$ cat config.mk
export PLATFORM = sky130hd
export DESIGN_NAME = mdu_flat
export DESIGN_NICKNAME = d
export VERILOG_FILES = /design/src/rtl/mdu_pkg.sv /design/src/rtl/mdu_if.sv /design/src/rtl/mdu_signfix.sv /design/src/rtl/mdu.sv /design/src/flat_wrapper.sv
export SDC_FILE = /design/constraint.sdc
export NUM_CORES = 1
export LEC_CHECK = 0
export CAP_MARGIN = 25
export CELL_PAD_IN_SITES_DETAIL_PLACEMENT = 0
export CELL_PAD_IN_SITES_GLOBAL_PLACEMENT = 1
export CORE_MARGIN = 2
export CORE_UTILIZATION = 25
export DETAILED_ROUTE_END_ITERATION = 10
export PLACE_DENSITY_LB_ADDON = 0.1
export SLEW_MARGIN = 20
export SYNTH_ARGS = -nofsm -noshare
export SYNTH_HDL_FRONTEND = slang
export SYNTH_SLANG_ARGS = --single-unit
export TNS_END_PERCENT = 1
$ cat constraint.sdc
create_clock -name clk -period 3.86 [get_ports clk]
set_clock_uncertainty 0.05 [all_clocks]
set_input_delay 0.579 -clock clk [delete_from_list [all_inputs] [get_ports clk]]
set_output_delay 0.579 -clock clk [all_outputs]
set_load 0.005 [all_outputs]
$ cat src/rtl/mdu_pkg.sv
// Shared definitions for the RV32M multiply/divide unit: op encodings, FSM states, iteration count.
// Latency: none (definitions only).
// Backpressure: none (definitions only).
package mdu_pkg;

  // Operation codes follow the instruction funct3 field.
  typedef enum logic [2:0] {
    MDU_MUL    = 3'b000,
    MDU_MULH   = 3'b001,
    MDU_MULHSU = 3'b010,
    MDU_MULHU  = 3'b011,
    MDU_DIV    = 3'b100,
    MDU_DIVU   = 3'b101,
    MDU_REM    = 3'b110,
    MDU_REMU   = 3'b111
  } mdu_op_e;

  typedef enum logic [1:0] {
    MDU_IDLE = 2'd0,
    MDU_CALC = 2'd1,
    MDU_FIN  = 2'd2
  } mdu_state_e;

  // One product or quotient bit is produced per CALC cycle.
  localparam int MDU_ITER = 32;

  // funct3[2] separates the divide group from the multiply group.
  function automatic logic op_is_div(input mdu_op_e op);
    return op[2];
  endfunction

  // rs1 is treated as signed by MUL (low half is sign-agnostic), MULH, MULHSU, DIV and REM.
  function automatic logic a_is_signed(input mdu_op_e op);
    return op inside {MDU_MUL, MDU_MULH, MDU_MULHSU, MDU_DIV, MDU_REM};
  endfunction

  // rs2 is treated as signed by MUL, MULH, DIV and REM; MULHSU keeps it unsigned.
  function automatic logic b_is_signed(input mdu_op_e op);
    return op inside {MDU_MUL, MDU_MULH, MDU_DIV, MDU_REM};
  endfunction

endpackage

$ cat src/rtl/mdu_if.sv
// Request/response bundle between the execute stage and the multiply/divide unit.
// Latency: none (wires only).
// Backpressure: busy holds the requester; start is only sampled while the unit is idle.
interface mdu_if import mdu_pkg::*; #(
  parameter int XLEN = 32
) ();

  logic            start;
  mdu_op_e         op;
  logic [XLEN-1:0] A;
  logic [XLEN-1:0] B;
  logic            kill;
  logic            busy;
  logic            done;
  logic [XLEN-1:0] C;

  // Pipeline side: issues requests and flushes.
  modport master (
    output start, op, A, B, kill,
    input  busy, done, C
  );

  // Unit side: consumes requests, returns results.
  modport slave (
    input  start, op, A, B, kill,
    output busy, done, C
  );

endinterface

$ cat src/rtl/mdu_signfix.sv
// Two-lane conditional two's-complement negate: magnitudes on the way in, signed results on the way out.
// Latency: combinational.
// Backpressure: none.
module mdu_signfix #(
  parameter int WA = 32,
  parameter int WB = 32
) (
  input  logic [WA-1:0] a_in,
  input  logic          a_neg,
  input  logic [WB-1:0] b_in,
  input  logic          b_neg,
  output logic [WA-1:0] a_out,
  output logic [WB-1:0] b_out
);

  assign a_out = a_neg ? (~a_in + WA'(1)) : a_in;
  assign b_out = b_neg ? (~b_in + WB'(1)) : b_in;

endmodule

$ cat src/rtl/mdu.sv
// Iterative RV32M multiply/divide unit: radix-2 shift-add multiply, restoring divide, one bit per cycle.
// Latency: 33 cycles from accepting start to done (1 cycle for trivial cases when MDU_EARLY_OUT_EN is defined).
// Backpressure: busy is high while an operation is in flight; start is ignored until the unit is idle.
// Build option: define MDU_EARLY_OUT_EN to finish divide-by-zero, signed overflow and zero-operand multiply in 1 cycle.
module mdu import mdu_pkg::*; #(
  parameter int XLEN = 32
) (
  input  logic clk,
  input  logic rstn,
  mdu_if.slave bus
);

  // Control state and registered outputs.
  mdu_state_e      state;
  logic [4:0]      cnt;
  logic            busy_q;
  logic            done_q;
  logic [XLEN-1:0] c_q;

  // Operation context captured at acceptance.
  mdu_op_e         op_q;
  logic            qneg_q;   // negate product / quotient at the end
  logic            rneg_q;   // negate remainder at the end (dividend sign)

  // Datapath. For multiply, opnd_q is the multiplicand and prod_q the 64-bit product
  // shift register. For divide, opnd_q is the divisor, prod_q[XLEN-1:0] shifts the
  // dividend out and the quotient in, and rem_q holds the running remainder.
  logic [XLEN-1:0]   opnd_q;
  logic [2*XLEN-1:0] prod_q;
  logic [XLEN-1:0]   rem_q;

  logic            accept;
  logic            a_neg;
  logic            b_neg;
  logic            b_zero;
  logic [XLEN-1:0] mag_a;
  logic [XLEN-1:0] mag_b;

  logic [XLEN:0]     mul_sum;
  logic [2*XLEN-1:0] mul_next;
  logic [XLEN:0]     part_rem;
  logic [XLEN:0]     trial;
  logic              rem_ge;
  logic [XLEN-1:0]   rem_next;
  logic [XLEN-1:0]   quo_next;

  logic [2*XLEN-1:0] res_prod;
  logic [XLEN-1:0]   res_rem;
  logic [XLEN-1:0]   result;

  assign accept = (state == MDU_IDLE) && bus.start && !bus.kill;
  assign a_neg  = bus.A[XLEN-1] & a_is_signed(bus.op);
  assign b_neg  = bus.B[XLEN-1] & b_is_signed(bus.op);
  assign b_zero = (bus.B == '0);

  // Signed operands become magnitudes; the sign is reapplied at the end.
  mdu_signfix #(.WA(XLEN), .WB(XLEN)) u_in_fix (
    .a_in  (bus.A),
    .a_neg (a_neg),
    .b_in  (bus.B),
    .b_neg (b_neg),
    .a_out (mag_a),
    .b_out (mag_b)
  );

`ifdef MDU_EARLY_OUT_EN
  localparam logic [XLEN-1:0] MIN_NEG = {1'b1, {(XLEN-1){1'b0}}};

  logic early;
  assign early = op_is_div(bus.op)
               ? (b_zero || ((bus.op == MDU_DIV || bus.op == MDU_REM) &&
                             bus.A == MIN_NEG && bus.B == '1))
               : (bus.A == '0 || b_zero);
`endif

  // One iteration step for each algorithm, evaluated from the current registers.
  always_comb begin
    mul_sum  = {1'b0, prod_q[2*XLEN-1:XLEN]} + (prod_q[0] ? {1'b0, opnd_q} : '0);
    mul_next = {mul_sum, prod_q[XLEN-1:1]};
    // 33-bit partial remainder: running remainder with the next dividend bit appended.
    part_rem = {rem_q, prod_q[XLEN-1]};
    trial    = part_rem - {1'b0, opnd_q};
    // While the remainder stays below the divisor, the top bit of the trial is a
    // clean borrow. With a zero divisor rem_q[XLEN-1] stays clear until the last step,
    // so every trial succeeds and the quotient fills with ones while the remainder
    // collects the dividend, which is exactly the required divide-by-zero result.
    rem_ge   = ~trial[XLEN];
    rem_next = rem_ge ? trial[XLEN-1:0] : part_rem[XLEN-1:0];
    quo_next = {prod_q[XLEN-2:0], rem_ge};
  end

  // Operand capture on acceptance, then one multiply or divide step per CALC cycle.
  always_ff @(posedge clk or negedge rstn) begin
    if (!rstn) begin
      op_q   <= MDU_MUL;
      qneg_q <= 1'b0;
      rneg_q <= 1'b0;
      opnd_q <= '0;
      prod_q <= '0;
      rem_q  <= '0;
    end else if (accept) begin
      op_q   <= bus.op;
      rneg_q <= a_neg;
      // A zero divisor must yield all-ones regardless of the dividend sign.
      qneg_q <= (a_neg ^ b_neg) & ~(op_is_div(bus.op) & b_zero);
      rem_q  <= '0;
      if (op_is_div(bus.op)) begin
        opnd_q <= mag_b;
        prod_q <= {{XLEN{1'b0}}, mag_a};
      end else begin
        opnd_q <= mag_a;
        prod_q <= {{XLEN{1'b0}}, mag_b};
      end
`ifdef MDU_EARLY_OUT_EN
      // Preload the magnitudes the full iteration would have produced.
      if (early) begin
        if (op_is_div(bus.op)) begin
          prod_q <= {{XLEN{1'b0}}, (b_zero ? {XLEN{1'b1}} : MIN_NEG)};
          rem_q  <= b_zero ? mag_a : '0;
        end else begin
          prod_q <= '0;
        end
      end
`endif
    end else if (state == MDU_CALC) begin
      if (op_is_div(op_q)) begin
        prod_q[XLEN-1:0] <= quo_next;
        rem_q            <= rem_next;
      end else begin
        prod_q <= mul_next;
      end
    end
  end

  // The upper half of prod_q is zero for divides, so a full-width negate also fixes the quotient.
  mdu_signfix #(.WA(2*XLEN), .WB(XLEN)) u_out_fix (
    .a_in  (prod_q),
    .a_neg (qneg_q),
    .b_in  (rem_q),
    .b_neg (rneg_q),
    .a_out (res_prod),
    .b_out (res_rem)
  );

  // Pick the result half that the latched operation returns.
  always_comb begin
    result = res_prod[XLEN-1:0];
    case (op_q)
      MDU_MULH, MDU_MULHSU, MDU_MULHU: result = res_prod[2*XLEN-1:XLEN];
      MDU_REM, MDU_REMU:               result = res_rem;
      default:                         result = res_prod[XLEN-1:0];
    endcase
  end

  // Sequencing: IDLE accepts, CALC counts MDU_ITER steps, FIN registers C and pulses done.
  always_ff @(posedge clk or negedge rstn) begin
    if (!rstn) begin
      state  <= MDU_IDLE;
      cnt    <= '0;
      busy_q <= 1'b0;
      done_q <= 1'b0;
      c_q    <= '0;
    end else begin
      done_q <= 1'b0;
      if (bus.kill) begin
        state  <= MDU_IDLE;
        busy_q <= 1'b0;
      end else begin
        case (state)
          MDU_IDLE: begin
            if (bus.start) begin
              cnt    <= '0;
              busy_q <= 1'b1;
`ifdef MDU_EARLY_OUT_EN
              state  <= early ? MDU_FIN : MDU_CALC;
`else
              state  <= MDU_CALC;
`endif
            end
          end
          MDU_CALC: begin
            cnt <= cnt + 5'd1;
            if (cnt == 5'(MDU_ITER - 1)) begin
              state <= MDU_FIN;
            end
          end
          MDU_FIN: begin
            c_q    <= result;
            done_q <= 1'b1;
            busy_q <= 1'b0;
            state  <= MDU_IDLE;
          end
          default: begin
            state  <= MDU_IDLE;
            busy_q <= 1'b0;
          end
        endcase
      end
    end
  end

  assign bus.busy = busy_q;
  assign bus.done = done_q;
  assign bus.C    = c_q;

endmodule

$ cat src/flat_wrapper.sv
// flat-port wrapper written by rule: the top's interface ports become plain ports
module mdu_flat import mdu_pkg::*;
#(
  parameter int XLEN = 32
)
  (clk, rstn, bus_start, bus_op, bus_A, bus_B, bus_kill, bus_busy, bus_done, bus_C);
  mdu_if #(.XLEN(XLEN)) bus_i ();
  input  logic clk;
  input  logic rstn;
  input wire logic [$bits(bus_i.start)-1:0] bus_start;
  input wire logic [$bits(bus_i.op)-1:0] bus_op;
  input wire logic [$bits(bus_i.A)-1:0] bus_A;
  input wire logic [$bits(bus_i.B)-1:0] bus_B;
  input wire logic [$bits(bus_i.kill)-1:0] bus_kill;
  output wire logic [$bits(bus_i.busy)-1:0] bus_busy;
  output wire logic [$bits(bus_i.done)-1:0] bus_done;
  output wire logic [$bits(bus_i.C)-1:0] bus_C;
  assign bus_i.start = bus_start;
  assign bus_i.op = bus_op;
  assign bus_i.A = bus_A;
  assign bus_i.B = bus_B;
  assign bus_i.kill = bus_kill;
  assign bus_busy = bus_i.busy;
  assign bus_done = bus_i.done;
  assign bus_C = bus_i.C;
  mdu #(.XLEN(XLEN)) u_core (.clk(clk), .rstn(rstn), .bus(bus_i));
endmodule
==> reports/metrics.yaml <==
status:
  run_status: "finished, final reports clean"
min_path:
  whs_endpoint: "u_core.bus.C[22]"
  worstHoldPathCells: 2
  min_from: "u_core.bus.C[22]"
  holdCritPathClass: "reg2reg"
place:
  numPortBuffers: 104
  place_hpwl_mm: 49.0
  gp_congestion: 0.946
  dp_slack_ps: 119
layout:
  final_common_cell: "nand2_1"
  drive_gt1_share_pct: 9.45
  nets: 2173
  final_cell_mix: "nand2_1 (232), o21ai_0 (219), dfrtp_1 (172)"
  nFillCells: 6439
  antenna-diode-count: 0
  area_delta_synth_final_pct: 20.5
sta:
  timing.final.ws_setup_ps: 181
  drv_slew: 0
  setup_viol: 0
  rsz0062_at_grt: "true"
  final-hold-violation-count: 0
  period_needed_ps: 3680
  max_freq_ghz: 0.272
  slew_headroom_pct: 40.0
  worst_slew_pin_slew_ps: 898
  fin_crit_sh_pct: 95.3
synth:
  synth_edf_count: 0
  ys_seq_elements: 174
  synth_top_area_cell: "dfrtp_1"
  synth-async-reset-ratio_pct: 100
  syn_nets: 2050
  netlist_top_cells_area: "dfrtp_1 (29%), o21ai_0 (7.3%), xor2_1 (6.0%), ha_1 (5.8%), nand2_1 (5.8%)"
  synthFlopType: "dfrtp_1"
  avgSynthCellArea_um2: 7.92
  mappedNetlistArea_mm2: 0.0151
  ys_types: 78
  synthCells: 1907
  synth.top_cell.area_share_pct: 28.8
  yosysSeqAreaShare_pct: 28.8
  ys_warn_count: 0
run:
  max_cap_viol_count: 0
pwr:
  netSwitchingPower_w: 0.00622
  sw_frac_of_total_pct: 49.4
  ir_worst_vdd_mv: 0.302
  power.internal_w: 0.00638
  pwr-share-seq_pct: 24.3
  clock_power_share_pct: 15.3
  p_leak_nw: 7.62
  p_total_w: 0.0126
  p_comb_share_pct: 60.4
  powerDensity_mw_per_mm2: 692
setup_path:
  cp_common_cell: "buf_4"
  crit_path_max_incr_delay_ps: 450
  crit_family: "compound AO/OA/AOI/OAI gates"
  r2r-end: "u_core.rem_q[15]"
  critPathKind: "reg2reg"
  r2r_cells: 14
  end_kind: "flop"
  cp.buffers_inverters: 3
  rr_startpoint: "u_core.opnd_q[0]"
  crit_slowest_cell: "dfrtp_1"
  start_kind: "flop"
  path_max_fanout: 28
  crit_chain: "ha_1 -> fa_1 -> nand2b_1 -> a21oi_1 -> nor2_1 -> o31ai_2 -> buf_4 -> a31oi_1 -> o41ai_1 -> buf_4 -> a311oi_4 -> buf_12 -> mux2_2 -> o21ai_0"
  crit_arrival_ps: 4050
  crit_required_ps: 4230
  ff2ff_setup_slack_ps: 180
die:
  die_w_um: 250
  row_count: 90
  die-area_mm2: 0.0624
  start_util_pct: 25.2
  boundaryPins: 105
  core_mm2: 0.0600
  die_y_um: 250
routing:
  vias: 14500
  vias_per_cell: 5.15
  dr.first_iter.drc_count: 996
  antenna_left: 0
  route.detailed.drc: 0
  drt_wl_total_mm: 60.9
  dr.pass1.iters: 5
  wire_per_inst_um: 21.6
clocking:
  clk_latency_ps: 520
  htree_num_levels: 4
  cts_tree: "done"
  cts_num_sinks: 174
  cts_root_buf: "clkbuf_16"
  clk_pin_slew_ps: 80
  postCtsSetupBuffers: 0
  numCtsBuffers: 17
  clockBufferDepth: 2
global_routing:
  grt_pass1_wl_mm: 92.5
  grt_usage_pct: 19.8
  grt_pass1_vias: 14300
  grt_max_degree: 96
  antenna_found_initial: 0
  gr-total-overflow: 0
==> per-layer routing <==
metal	GRT usage (%)	wire length, µm
met5	0	0
met4	4.63	937
met3	2.81	2010
met2	31.1	27200
met1	28.4	30800
==> cell usage after synthesis (10+ instances only) <==
library cell	n
or4_1	16
a31oi_1	13
xnor2_1	95
nor3_1	39
o22ai_1	26
o31ai_1	44
inv_1	60
o221ai_1	15
o21ai_0	219
xor2_1	104
nor2_1	142
o41ai_1	17
a21oi_1	145
mux2i_1	61
dfrtp_1	174
or3_1	15
ha_1	70
a211oi_1	16
and3_1	10
buf_1	10
nor4_1	17
nand4_1	17
nand2_1	233
o211ai_1	45
nand2b_1	17
nand3_1	30
a21o_1	26
nor2b_1	10
clkbuf_1	92
==> layout make-up <==
class                   instances  area [µm²]  share of cell area (%)
multi-input cells            1556       10100                    55.3
flip-flops and latches        174        4360                    23.9
repair buffers                219        1940                    10.7
well taps                     782         978                    5.38
clock buffers                  17         425                    2.34
inverters                      62         233                    1.28
clock inverters                15         189                    1.04
==> flip-flops by register name, indices dropped and copies added, names as in the netlist <==
| signal | cells |
|---|---|
| u_core.prod_q | 64 |
| u_core.state | 2 |
| u_core.bus.busy | 1 |
| u_core.rneg_q | 1 |
| u_core.opnd_q | 32 |
| u_core.qneg_q | 1 |
| u_core.rem_q | 32 |
| u_core.bus.C | 32 |
| u_core.op_q | 3 |
| u_core.bus.done | 1 |
| u_core.cnt | 5 |
==> how the worst max path moves through the flow <==
stage,startpoint,endpoint,slack (ps),cells past startpoint
after floorplan,u_core.rem_q[0],u_core.rem_q[28],220,14
after global placement,bus_A[21],u_core.prod_q[31],100,11
after detailed placement,bus_A[21],u_core.prod_q[31],120,11
after CTS,u_core.opnd_q[0],u_core.rem_q[15],160,14
after global routing,u_core.opnd_q[0],u_core.rem_q[30],-10,13
final,u_core.opnd_q[0],u_core.rem_q[15],180,14
==> power by group through the flow <==
| stage | clock network, W | registers [W] | logic, W |
|---|---|---|---|
| 6_report | 0.00192 | 0.00306 | 0.00761 |
| 5_1_grt | 0.00207 | 0.00315 | 0.00841 |
| 4_1_cts | 0.00200 | 0.00306 | 0.00760 |
| 3_5_place_dp | 0 | 0.00310 | 0.00757 |
| 3_3_place_gp | 0 | 0.00309 | 0.00762 |
| 2_1_floorplan | 0 | 0.00277 | 0.00515 |
==> per-stage QoR <==
step / utilization [%] / cell area, µm² / setup TNS [ps] / instances / hold slack, ps
2_1_floorplan: - / 15100 / 0 / 1907 / 233
3_3_place_gp: 29.2 / 17600 / 0 / 2792 / 413
3_5_place_dp: 29.2 / 17600 / 0 / 2792 / 422
4_1_cts: 30.3 / 18200 / 0 / 2825 / 440
5_1_grt: 30.3 / 18200 / -14.7 / 2825 / 460
6_report: 30.3 / 18200 / 0 / 2825 / 432
==> worst min-delay path: stages, from the launching register on <==
cell     delay, ps
dfrtp_1        340
nand2_1         50
o21ai_0         60
==> cell families after synthesis <==
kind of cell	after synthesis	share of synthesized area, %
xor gates and xnor gates	199	11.5
buffers and inverters	177	4.84
and+or+nand+nor	585	18.1
AOI/OAI and AO/OA	636	26.3
adders and majority gates	72	6.07
muxes	64	4.27
DFF	174	28.8
==> repair_timing <==
action	CTS	global route
hold buffers	1	0
endpoints found under the setup margin	0	3
gates resized for setup	0	4
endpoints found under the hold margin	1	0
Note: power is estimated with default switching activity, not from simulation.
==> RTL edit 1: new RTL, config.mk and constraints unchanged <==
`XLEN` is set to 32 in 3 places; all go to 40.
--- a/src/rtl/mdu_if.sv
+++ b/src/rtl/mdu_if.sv
@@ -3,5 +3,5 @@
 // Backpressure: busy holds the requester; start is only sampled while the unit is idle.
 interface mdu_if import mdu_pkg::*; #(
-  parameter int XLEN = 32
+  parameter int XLEN = 40
 ) ();
 
--- a/src/rtl/mdu.sv
+++ b/src/rtl/mdu.sv
@@ -4,5 +4,5 @@
 // Build option: define MDU_EARLY_OUT_EN to finish divide-by-zero, signed overflow and zero-operand multiply in 1 cycle.
 module mdu import mdu_pkg::*; #(
-  parameter int XLEN = 32
+  parameter int XLEN = 40
 ) (
   input  logic clk,
--- a/src/flat_wrapper.sv
+++ b/src/flat_wrapper.sv
@@ -2,5 +2,5 @@
 module mdu_flat import mdu_pkg::*;
 #(
-  parameter int XLEN = 32
+  parameter int XLEN = 40
 )
   (clk, rstn, bus_start, bus_op, bus_A, bus_B, bus_kill, bus_busy, bus_done, bus_C);
Ports: changed (resized bus_A, bus_B and bus_C); port bits go from 105 to 129. The function was not compared with the original's and may differ.
==> RTL edit 1 against the original RTL <==
- sequential cell count is 40 higher
- total power rose by 25%
- worst setup slack improved by 0.097 ns
- routed wire length up 30%
- synthesized area increased by 26%
- synthesized cell count up 27%
- final area grew 27%
==> RTL edit 1: results (changes against the original RTL) <==
- CP peak stage delay: between 0.4 and 0.5 ns
- Place WS: -0.0624 ns (-0.181 ns)
- Placed cell area: 22000 um2 (+25%)
- Min-delay src: bus_op[2]
- Worst-Skew Late Latency: 0.61 ns (+0.09 ns)
- Fillers: 8146 (+27%)
- Total CTS buffers: 29 (+12)
- Hold Buf Count CTS: 1 (unchanged)
- Routed vias: 18474 (+27%)
- Max reg flops: 80 (+25%)
- Post-DP HPWL: 63800 um (+30%)
- GPL Wtd Cong: 0.882 (-6.7%)
- Netlist cell types: 86 (+10%)
- Setup Buffers After CTS: 0 (unchanged)
- Endpoints failing hold: 0 (unchanged)
- Root buffer cell: clkbuf_16
- Crit path max-delay cell type: a2111oi_0
- Net count, final: 2725 (+25%)
- Hold WC Path Type: in2reg
- Routed wire length: 79500 um (+30%)
- Synth top cells by count: 305 x nand2_1, 254 x o21ai_0, 214 x dfrtp_1
- PostCTS Resize Cnt: 0 (unchanged)
- Register area share after synthesis: 28.1% (-0.70 points)
- Worst IR Drop VDD: 0.394 mV (+30%)
- Clock Pin Slew Worst Setup and Hold Paths: 0.06 ns (-0.02 ns)
- H-tree Lvls: 1 (-3)
- PortBufs: 128 (+23%)
- Delay-heaviest family, CP: compound AO/OA/AOI/OAI gates
- Critical Path Fanout Max: 9 (-68%)
- GRT overflow: 0 (unchanged)
- Largest net degree at the start of global routing: 85 (-11%)
- Actual slew at the worst max-slew pin: 0.762 ns (-0.136 ns)
- Clk buf depth: 3 (+1)
- Pre-antenna DRT Iters: 6 (+1)
- Sw frac: 48.3% (-1.1 points)
- Static Leak: 9.72 nW (+28%)
- First-iteration detailed-routing DRC count: 1160 (+16%)
- YS warnings: 0 (unchanged)
- Critical path startpoint: u_core.opnd_q[33]$_DFFE_PN0P_
- Initial antenna violation count: 2 (+2)
- Post-synth net total: 2591 (+26%)
- Share of cells above drive strength 1: 8.86% (-0.59 points)
- Yosys top cell area share: 28.1% (-0.70 points)
- All-Layer GR Usage: 20.0% (+0.19 points)
- Ranking of synthesized cells by area: dfrtp_1 28%, xor2_1 7.1%, o21ai_0 6.7%, nand2_1 6.0%, ha_1 5.7%
- Async set or reset register ratio after synthesis: 100% (unchanged)
- Largest Register: u_core.prod_q
- First-pass GRT wire length: 119000 um (+29%)
- Vias in the first global route: 18402 (+29%)
- Outcome: finished clean
-- RTL edit 1: cell types whose count changed after synthesis, moves of 12 or more --
cell	unedited run	this run
xor2_1	104	154
or3_1	15	27
mux2i_1	61	82
clkbuf_1	92	128
a21oi_1	145	195
inv_1	60	75
o31ai_1	44	57
ha_1	70	86
dfrtp_1	174	214
o21ai_0	219	254
a21o_1	26	41
nor2_1	142	187
nand2_1	233	305
-- RTL edit 1: final timing paths --
check | endpoint | slack (ns) | cells past startpoint
max | u_core.rem_q[1]$_DFFE_PN0P_ | 0.28 | 12
min | u_core.opnd_q[22]$_DFFE_PN0P_ | 0.41 | 3
max reg2reg | u_core.rem_q[1]$_DFFE_PN0P_ | 0.28 | 12
min reg2reg | u_core.bus.C[18]$_DFFE_PN0P_ | 0.42 | 2
max in group asynchronous | u_core.rem_q[33]$_DFFE_PN0P_ | 2.19 | 3
min in group asynchronous | u_core.opnd_q[9]$_DFFE_PN0P_ | 0.51 | 2
-- RTL edit 1: final cells by class --
| class | instances | area, um2 | share of cell area (%) |
|---|---|---|---|
| inverter | 75 | 282 | 1.22 |
| timing repair buffer | 250 | 2290 | 9.94 |
| tap | 978 | 1220 | 5.31 |
| clock inverter | 12 | 141 | 0.614 |
| multi-input combinational | 1980 | 12900 | 55.9 |
| sequential | 214 | 5360 | 23.3 |
| clock buffer | 42 | 865 | 3.75 |
| antenna | 1 | 2.50 | 0.0109 |
-- RTL edit 1: per-layer routing --
layer	vias up	GRT usage (%)	wire length (um)
met4	2	4.06	1550
met5	-	0	13
li1	9032	-	-
met2	400	32.2	35700
met1	8959	28.5	38600
met3	81	2.53	3610
-- RTL edit 1: power groups by stage --
stage                     Sequential [mW]  Combinational (mW)  Clock [mW]
after floorplan                      3.39                6.05           0
after global placement               3.76                9.05           0
after detailed placement             3.76                9.03           0
after CTS                            3.73                9.07        2.99
after global routing                 3.84                10.0        3.07
final                                3.74                9.11        2.90
-- RTL edit 1: stage by stage --
stage          hold slack [ns]  TNS, ns  util, %  std cells
6_report                 0.410        0     30.4       3552
5_1_grt                  0.441        0     30.4       3551
4_1_cts                  0.376        0     30.4       3551
3_5_place_dp             0.416  -0.0624     29.1       3496
3_3_place_gp             0.416  -0.0512     29.1       3496
2_1_floorplan            0.233        0        -       2416
-- RTL edit 1: logic make-up (layout without fill, tap and decap cells) --
family | after synthesis | after routing | synth area share, %
AOI/OAI and AO/OA | 806 | 806 | 26.7
and+or+nand+nor | 742 | 742 | 18.4
xor gates and xnor gates | 259 | 259 | 12.0
buffers and inverters | 222 | 379 | 4.52
DFF | 214 | 214 | 28.1
adders and majority gates | 88 | 88 | 5.86
muxes | 85 | 85 | 4.49
other | 0 | 1 | 0
-- RTL edit 1: worst min-delay path: stages --
cell and delay (ns):
buf_4 0.21, a21oi_1 0.15, o21ai_0 0.07
==> RTL edit 2: new RTL, config.mk and constraints unchanged <==
Made on the original files. Encoding of `mdu_state_e`: now one-hot (3 bits for 3 states).
--- a/src/rtl/mdu_pkg.sv
+++ b/src/rtl/mdu_pkg.sv
@@ -16,8 +16,8 @@
   } mdu_op_e;
 
-  typedef enum logic [1:0] {
-    MDU_IDLE = 2'd0,
-    MDU_CALC = 2'd1,
-    MDU_FIN  = 2'd2
+  typedef enum logic [2:0] {
+    MDU_IDLE = 3'b001,
+    MDU_CALC = 3'b010,
+    MDU_FIN  = 3'b100
   } mdu_state_e;
 
Formal check against the unedited RTL: same outputs for any inputs over 4 cycles, from zero or initial values and one cycle with rstn low; so few cycles prove little.
==> RTL edit 2 against the original RTL <==
- worst setup slack better by 0.022 ns
- core utilization hardly changed
- sequential share of layout area hardly changed
- non-clock buffer count is 3 lower
- synthesized area is 0.72% higher
- via count is 0.45% lower
- die area is 0.71% higher
- final area is 0.43% higher
- routed wire length is 0.75% higher
- sequential cell count is 1 higher
- critical path type unchanged
- largest cell class unchanged
Power is not compared: it rests on default switching activity, and its combinational part moved more than twofold at a synthesized area within 25%.
==> RTL edit 2: results (changes against the original RTL) <==
- Post-Synth Adder-Cell Area: 6.02% (-0.043 points)
- Compound-Gate Fraction of Synth Area: 25.9% (-0.38 points)
- Register area share after synthesis: 28.8% (-0.034 points)
- Ranking of synthesized cells by area: dfrtp_1 29%, o21ai_0 6.5%, xor2_1 5.9%, ha_1 5.8%, xnor2_1 5.5%
- Share of cells above drive strength 1: 9.00% (-0.45 points)
- Worst-Skew Late Latency: 0.51 ns
- Async set or reset register ratio after synthesis: 100% (unchanged)
- Critical Path Fanout Max: 5 (-82%)
- Clk buf depth: 2 (unchanged)
- Max reg flops: 64 (unchanged)
- Netlist cell types: 75 (-3.8%)
- Routed vias/inst: 5.10 (-0.90%)
- Setup CP Type: reg2reg
- All-Layer GR Usage: 19.8% (-0.026 points)
- First-iteration detailed-routing DRC count: 1090 (+9.4%)
- Wire per inst: 21.6 um (+0.29%)
- H-tree Lvls: 4 (unchanged)
- Actual slew at the worst max-slew pin: 0.953 ns (+0.0559 ns)
- Initial antenna violation count: 1 (+1)
- Synth Instances: 1921 (+0.73%)
- Worst EP arrival: 3.99 ns (-0.06 ns)
- Routed wire length: 61400 um (+0.75%)
- First-pass GRT wire length: 92400 um (-0.15%)
- Post-DP HPWL: 49000 um (about the same)
- Placed instance count: 2806 (+0.50%)
- Largest net degree at the start of global routing: 83 (-14%)
- Placed cell area: 17700 um2 (+0.75%)
- Post-synth net total: 2064 (+0.68%)
- Vias in the first global route: 14198 (-0.48%)
- Hold WC Path Type: in2async
- Fillers: 6450 (+0.17%)
- XOR/XNOR Fraction of Synth Area: 11.5% (-0.083 points)
- GPL Wtd Cong: 0.842 (-11%)
- Internal: 4.20 mW
- Synth top cells by count: 211 x nand2_1, 197 x o21ai_0, 191 x nor2_1
- Mux cell area share after synthesis: 4.18% (-0.088 points)
- Outcome: finished clean
- Net count, final: 2186 (+0.60%)
[RTL edit 2: cell families (layout without fill, tap and decap cells)]
group,count (synthesis),in the layout
compound gates,628,628
simple gates,611,611
xor+xnor,199,199
flops,175,175
buf+inv,173,308
fa+ha+maj,72,72
mux,63,63
[RTL edit 2: worst paths after layout]
check,startpoint,slack (ns),to,depth (start not counted)
setup / recovery,u_core.opnd_q[0]$_DFFE_PN0P_,0.20,u_core.prod_q[59]$_DFFE_PN0P_,13
hold / removal,rstn,0.10,u_core.bus.C[3]$_DFFE_PN0P_,1
setup reg to reg,u_core.opnd_q[0]$_DFFE_PN0P_,0.20,u_core.prod_q[59]$_DFFE_PN0P_,13
hold reg to reg,u_core.opnd_q[13]$_DFFE_PN0P_,0.44,u_core.opnd_q[13]$_DFFE_PN0P_,2
max in group asynchronous,rstn,2.85,u_core.qneg_q$_DFFE_PN0P_,2
min in group clk,u_core.opnd_q[13]$_DFFE_PN0P_,0.44,u_core.opnd_q[13]$_DFFE_PN0P_,2
[RTL edit 2: timing repair]
item | in CTS | in global routing
resized for setup | 0 | 1
setup endpoints to repair | 0 | 2
hold buffers | 0 | 0
[RTL edit 2: power groups by stage]
stage          combinational, mW  sequential (mW)  clock [mW]
5_1_grt                     3.51             2.36        1.99
4_1_cts                     3.20             2.32        1.93
3_3_place_gp                3.19             2.36           0
3_5_place_dp                3.19             2.36           0
2_1_floorplan               1.99             2.24           0
6_report                    3.20             2.32        1.86
[RTL edit 2: metrics by stage]
step	util, %	worst slack (ns)	TNS [ns]
after floorplan	-	0.243	0
after global placement	29.4	-0.0465	-0.103
after detailed placement	29.4	-0.0492	-0.0860
after CTS	30.3	0.151	0
after global routing	30.3	0.0117	0
final	30.3	0.203	0
[RTL edit 2: final cells by class]
| cell class | count | share of cell area (%) |
|---|---|---|
| multi-input cells | 1573 | 55.6 |
| flip-flops and latches | 175 | 24.0 |
| repair buffers | 216 | 10.6 |
| well taps | 782 | 5.35 |
| clock buffers | 18 | 2.40 |
| inverters | 60 | 1.23 |
| clock inverters | 14 | 0.808 |
[RTL edit 2: critical path, cell delays in order, from the launching register on]
cell and delay, ns:
dfrtp_1 0.40, and2_1 0.17, ha_1 0.26, fa_1 0.44, a21o_1 0.20, a21oi_1 0.21, o21ai_0 0.15, a221oi_1 0.44
o21ai_0 0.17, buf_4 0.19, a31o_2 0.26, o21ai_0 0.28, mux2i_1 0.23, o21ai_0 0.09
[RTL edit 2: metal layers]
metal | part of all wire, % | vias up | global-route usage, %
met2 | 45 | 256 | 31.5
met4 | 2.6 | 2 | 6.43
met3 | 3.1 | 57 | 3.02
li1 | - | 7204 | -
met1 | 49 | 6957 | 27.2
met5 | 0.021 | - | 0
